`src/rtl/riscv_pkg.sv`:
```
// Shared pipeline types: writeback source encodings and the memory-stage state enum.
// Pure declarations; no logic, no latency.
package riscv_pkg;

  localparam int DEFAULT_XLEN = 32;

  localparam logic [1:0] RESULT_SRC_ALU = 2'b00;
  localparam logic [1:0] RESULT_SRC_MEM = 2'b01;
  localparam logic [1:0] RESULT_SRC_PC4 = 2'b10;

  typedef enum logic {
    IDLE = 1'b0,
    WAIT = 1'b1
  } mem_state_t;

endpackage

```
`src/rtl/mem_wait_timer.sv`:
```
// Wait-cycle counter for an outstanding data-memory access; terminal flags TIMEOUT_CYCLES.
// Count updates one cycle after enable; clear has priority over enable.
module mem_wait_timer #(
  parameter int TIMEOUT_CYCLES = 16
) (
  input  logic clk,
  input  logic reset,
  input  logic clear,
  input  logic enable,
  output logic terminal
);

  localparam int CW = $clog2(TIMEOUT_CYCLES + 1);

  logic [CW-1:0] count_q;
  logic [CW-1:0] count_d;

  always_comb begin
    count_d = count_q;
    if (clear) begin
      count_d = '0;
    end else if (enable) begin
      count_d = count_q + CW'(1);
    end
  end

  always_ff @(posedge clk) begin
    if (reset) begin
      count_q <= '0;
    end else begin
      count_q <= count_d;
    end
  end

  assign terminal = (count_q == CW'(TIMEOUT_CYCLES));

endmodule

```
`src/rtl/mem_stage.sv`:
```
// Memory stage: word load/store over req/ready, registered writeback, comb forwarding path.
// 1-cycle latency (+N for N memory wait cycles); mem_stall freezes upstream while memory is busy.
module mem_stage
  import riscv_pkg::*;
#(
  parameter int TIMEOUT_CYCLES = 16,
  parameter int XLEN           = DEFAULT_XLEN
) (
  input  logic            clk,
  input  logic            reset,
  input  logic [XLEN-1:0] ex_alu_result,
  input  logic [XLEN-1:0] ex_write_data,
  input  logic [XLEN-1:0] ex_pc_plus_4,
  input  logic [4:0]      ex_dr_num,
  input  logic [1:0]      ex_result_src,
  input  logic            ex_mem_write,
  input  logic            ex_mem_read,
  input  logic            ex_reg_write,
  output logic            mem_stall,
  output logic            dmem_req,
  output logic            dmem_we,
  output logic [XLEN-1:0] dmem_addr,
  output logic [XLEN-1:0] dmem_wdata,
  input  logic            dmem_ready,
  input  logic [XLEN-1:0] dmem_rdata,
  output logic [XLEN-1:0] fwd_data,
  output logic [4:0]      fwd_dr_num,
  output logic            fwd_reg_write,
  output logic [XLEN-1:0] wb_alu_result,
  output logic [XLEN-1:0] wb_read_data,
  output logic [XLEN-1:0] wb_pc_plus_4,
  output logic [4:0]      wb_dr_num,
  output logic [1:0]      wb_result_src,
  output logic            wb_reg_write,
  output logic            mem_fault
);

  mem_state_t state_q, state_d;

  logic            access;
  logic            abort;
  logic            timer_clear;
  logic            timer_en;
  logic            timer_terminal;

  logic [XLEN-1:0] wb_alu_result_q, wb_alu_result_d;
  logic [XLEN-1:0] wb_read_data_q,  wb_read_data_d;
  logic [XLEN-1:0] wb_pc_plus_4_q,  wb_pc_plus_4_d;
  logic [4:0]      wb_dr_num_q,     wb_dr_num_d;
  logic [1:0]      wb_result_src_q, wb_result_src_d;
  logic            wb_reg_write_q,  wb_reg_write_d;
  logic            mem_fault_q,     mem_fault_d;

  assign access = ex_mem_read | ex_mem_write;

  mem_wait_timer #(
    .TIMEOUT_CYCLES(TIMEOUT_CYCLES)
  ) u_wait_timer (
    .clk      (clk),
    .reset    (reset),
    .clear    (timer_clear),
    .enable   (timer_en),
    .terminal (timer_terminal)
  );

  // Handshake FSM: the request stays up for the whole access because upstream holds ex_* while stalled.
  always_comb begin
    state_d     = state_q;
    dmem_req    = 1'b0;
    mem_stall   = 1'b0;
    abort       = 1'b0;
    timer_clear = 1'b0;
    timer_en    = 1'b0;
    case (state_q)
      IDLE: begin
        if (access) begin
          dmem_req = 1'b1;
          if (!dmem_ready) begin
            mem_stall = 1'b1;
            timer_en  = 1'b1;
            state_d   = WAIT;
          end
        end
      end
      WAIT: begin
        dmem_req = 1'b1;
        if (dmem_ready) begin
          timer_clear = 1'b1;
          state_d     = IDLE;
        end else if (timer_terminal) begin
          abort       = 1'b1;
          timer_clear = 1'b1;
          state_d     = IDLE;
        end else begin
          mem_stall = 1'b1;
          timer_en  = 1'b1;
        end
      end
      default: state_d = IDLE;
    endcase
  end

  assign dmem_we    = dmem_req & ex_mem_write;
  assign dmem_addr  = {ex_alu_result[XLEN-1:2], 2'b00};
  assign dmem_wdata = ex_write_data;

  assign fwd_data      = (ex_result_src == RESULT_SRC_PC4) ? ex_pc_plus_4 : ex_alu_result;
  assign fwd_dr_num    = ex_dr_num;
  assign fwd_reg_write = ex_reg_write;

  // A stalled cycle inserts a bubble; read data holds across non-memory ops.
  always_comb begin
    wb_alu_result_d = wb_alu_result_q;
    wb_read_data_d  = wb_read_data_q;
    wb_pc_plus_4_d  = wb_pc_plus_4_q;
    wb_dr_num_d     = wb_dr_num_q;
    wb_result_src_d = wb_result_src_q;
    wb_reg_write_d  = wb_reg_write_q;
    mem_fault_d     = mem_fault_q | abort;
    if (mem_stall) begin
      wb_reg_write_d = 1'b0;
    end else begin
      wb_alu_result_d = ex_alu_result;
      wb_pc_plus_4_d  = ex_pc_plus_4;
      wb_dr_num_d     = ex_dr_num;
      wb_result_src_d = ex_result_src;
      wb_reg_write_d  = ex_reg_write;
      if (access) begin
        wb_read_data_d = (ex_mem_write || abort) ? '0 : dmem_rdata;
      end
    end
  end

  always_ff @(posedge clk) begin
    if (reset) begin
      state_q         <= IDLE;
      wb_alu_result_q <= '0;
      wb_read_data_q  <= '0;
      wb_pc_plus_4_q  <= '0;
      wb_dr_num_q     <= '0;
      wb_result_src_q <= '0;
      wb_reg_write_q  <= 1'b0;
      mem_fault_q     <= 1'b0;
    end else begin
      state_q         <= state_d;
      wb_alu_result_q <= wb_alu_result_d;
      wb_read_data_q  <= wb_read_data_d;
      wb_pc_plus_4_q  <= wb_pc_plus_4_d;
      wb_dr_num_q     <= wb_dr_num_d;
      wb_result_src_q <= wb_result_src_d;
      wb_reg_write_q  <= wb_reg_write_d;
      mem_fault_q     <= mem_fault_d;
    end
  end

  assign wb_alu_result = wb_alu_result_q;
  assign wb_read_data  = wb_read_data_q;
  assign wb_pc_plus_4  = wb_pc_plus_4_q;
  assign wb_dr_num     = wb_dr_num_q;
  assign wb_result_src = wb_result_src_q;
  assign wb_reg_write  = wb_reg_write_q;
  assign mem_fault     = mem_fault_q;

endmodule
```
`config.mk`:
```
export PLATFORM = sky130hd
export DESIGN_NAME = mem_stage
export DESIGN_NICKNAME = d
export VERILOG_FILES = /design/src/rtl/riscv_pkg.sv /design/src/rtl/mem_wait_timer.sv /design/src/rtl/mem_stage.sv
export SDC_FILE = /design/constraint.sdc
export NUM_CORES = 1
export LEC_CHECK = 0
export ABC_CLOCK_PERIOD_IN_PS = 5000
export BUFFER_PORTS_ARGS = -buffer_cell sky130_fd_sc_hd__buf_4
export CAP_MARGIN = 0
export CORE_AREA = 2 2 134 136
export CTS_CLUSTER_DIAMETER = 100
export DETAILED_ROUTE_END_ITERATION = 10
export DIE_AREA = 0 0 136 138
export PLACE_DENSITY_LB_ADDON = 0.08
export SYNTH_ARGS = -nofsm -noshare
export SYNTH_HDL_FRONTEND = slang
export SYNTH_SLANG_ARGS = --single-unit
export TNS_END_PERCENT = 50
```
`constraint.sdc`:
```
create_clock -name clk -period 5 [get_ports clk]
set_input_delay 1 -clock clk [delete_from_list [all_inputs] [get_ports clk]]
set_output_delay 1 -clock clk [all_outputs]
set_load 0.005 [all_outputs]
```
==> metrics <==
status complete, no violations; drc violations 0; clock root buffer clkbuf_16; via/cell ratio 4.36; gpl congestion roughly 0.76; Ant. Diodes 0; crit end category output pin; drt first pass iters 4; DR WL/cell approximately 16 um; R2R Path End wb_pc_plus_4[16]; PwrDens 302 nW/um^2; Seq cells post-synth 111; max cap viols 0; IO Port Bufs roughly 280; Post-synth top flop dfxtp_1; Post-synth ARST share 0%; Die Y around 140 um; Avg Inst Size Synth ~11 um^2; CORE AREA 17,500 um^2; vias in the first global route 3,749; crit-path cells buf_4 -> nor2b_4 -> mux2_2 -> buf_4; worst-skew pair later-pin latency 0.35 ns; Yosys top cell by area dfxtp_1; top cell type's share of synthesized area a little under half; nets between 700 and 800; WHS about 0.48 ns; post-DP HPWL 10.4 mm; Synth Instances 456; post-route setup TNS 0 ns; Post-DP Area 6580 um^2; final WL 14.1 mm; WP buf/inv 2; CTS Sinks 111; Initial Util 27.4%; DRT antenna net count 0; EDFF count, synth 0; hold buffer count at cts 0; final hold violations 0; Tot GR Track Use 14.3%; RSZ-0062 raised after global routing no; Die W 136 um; Area growth syn-to-layout 43.4%; H-tree levels 3; endpoints failing setup 0; vias 3,877; # rows 49; Worst Path Max Fanout 32; Clock Skews approximately 0.0083 ns; clock slew at reported path FFs 0.07 ns; period utilization 70.3%; Congestion Overflow GR 0; Cell Area, Synth 4810 um^2; reg2reg start u_wait_timer.count_q[0]; Synth area leaders dfxtp_1 (46%), mux2i_1 (15%), buf_4 (11%); CP most frequent cell buf_4; CP max stage delay 0.82 ns; largest net degree at the start of global routing 76; Lkg Pwr 3.33 nW; delay-heaviest family, CP simple AND/OR/NAND/NOR gates; post-synth cell types 31; Die Area about 19,000 um^2; ratio of cells with drive above 1 in the final layout 48.7%; Num CTS Buffers 9; Synth Warn # 0; Hold Path Depth 1; CTS tree yes; first-pass GRT wire length 20.8 mm; Crit path required time roughly 4 ns; worst rel slew slack 28.9%; Max IR drop VDD 0.146 mV; reg-to-reg setup timing slack 2.19 ns; Worst Reg-to-Reg Cells 7; Min-Delay Endpoint wb_read_data[28]; worst min path class register to register; slowest stage cell on the critical path nor2b_4; initial DRC count around 120; Pins Over Slew Limit 0; Fmax achieved about 280 MHz; Period minus WS final 3.51 ns; sequential fraction of the synthesis area between 40% and 50%; Arr. time, crit path 2.51 ns; initial antenna violation count 0; Max Root-Sink Buffers 2; post-CTS sizing 0; worst slew pin tran 1.06 ns; Final Instance Area 6890 um^2; hold path startpoint wb_read_data[28]; # Post-CTS Setup Buffers 0; IO Count 351; Worst setup SP type primary input; critical path class primary input to output pin
==> metrics by stage <==
stage | power, mW | setup slack (ns) | instances | utilization [%]
2_1_floorplan | 1.16 | 2.14 | 457 | -
3_3_place_gp | 1.35 | 1.51 | 874 | 37.5
3_5_place_dp | 1.35 | 1.46 | 874 | 37.5
4_1_cts | 2.13 | 1.46 | 890 | 39.3
5_1_grt | 2.19 | 1.39 | 890 | 39.3
6_report | 2.08 | 1.49 | 890 | 39.3
==> logic make-up (layout without fill, tap and decap cells) <==
kind of cell | count (synthesis) | after routing | synth area share (%)
other cells | 1 | 2 | 0.0780
compound gates | 39 | 39 | 6.92
buf+inv | 103 | 307 | 15.1
xor+xnor | 3 | 3 | 0.547
flops | 111 | 111 | 46.2
fa+ha+maj | 2 | 2 | 0.520
simple gates | 94 | 94 | 8.33
mux | 103 | 103 | 22.3
==> cell type report <==
cell class,instances,area [um^2]
clock buffer,9,225
clock inverter,7,92.6
timing repair buffer,287,2150
multi-input combinational,243,1900
sequential,111,2220
tap,229,287
inverter,4,15.0
fill,1784,10600
==> worst max-delay path by stage <==
stage,start,to,slack [ns],cells after the start
after floorplan,ex_result_src[1],fwd_data[20],2.14,4
after global placement,ex_result_src[0],fwd_data[10],1.51,4
after detailed placement,ex_result_src[0],fwd_data[6],1.46,4
after CTS,ex_result_src[0],fwd_data[6],1.46,4
after global routing,ex_result_src[0],fwd_data[6],1.39,4
final,ex_result_src[0],fwd_data[6],1.49,4
==> cells in the mapped netlist, drive strengths merged, types with 3 or more instances <==
master	count
mux2i	71
nand3	3
clkbuf	12
mux2	32
inv	4
a22o	32
dfxtp	111
nor2	77
nand2	4
buf	87
==> per-layer routing <==
metal / track usage [%] / vias up / part of all wire [%]
met4: 6.20 / 0 / 2.2
met1: 17.1 / 1786 / 42
li1: - / 1883 / -
met5: 0 / - / 0
met2: 23.4 / 184 / 46
met3: 4.80 / 24 / 9.6
==> power by group <==
group	internal, mW	switching [mW]	total [mW]	leakage, nW
combinational	0.216	0.154	0.370	2.27
clock	0.401	0.354	0.756	0.148
sequential	0.932	0.0264	0.958	0.913
==> placed cells by master (no fill, tap or decap), types with 2 or more instances in the layout <==
cell type / count
mux2i_1: 71
clkinvlp_4: 2
xnor2_1: 2
nand3_1: 3
clkbuf_16: 9
a21oi_1: 2
nand2_1: 4
ha_1: 2
dfxtp_1: 111
conb_1: 2
inv_8: 2
mux2_1: 19
inv_1: 4
a22o_1: 32
mux2_2: 13
nor2_1: 77
o21ai_0: 2
buf_4: 287
==> sequential cells by signal, indices dropped and copies added, names as in the netlist <==
| register | cells |
|---|---|
| u_wait_timer.count_q | 5 |
| wb_alu_result | 32 |
| wb_dr_num | 5 |
| wb_pc_plus_4 | 32 |
| wb_read_data | 32 |
| mem_fault | 1 |
| state_q | 1 |
| wb_reg_write | 1 |
| wb_result_src | 2 |
No activity file was read; power rests on OpenSTA's default activity.
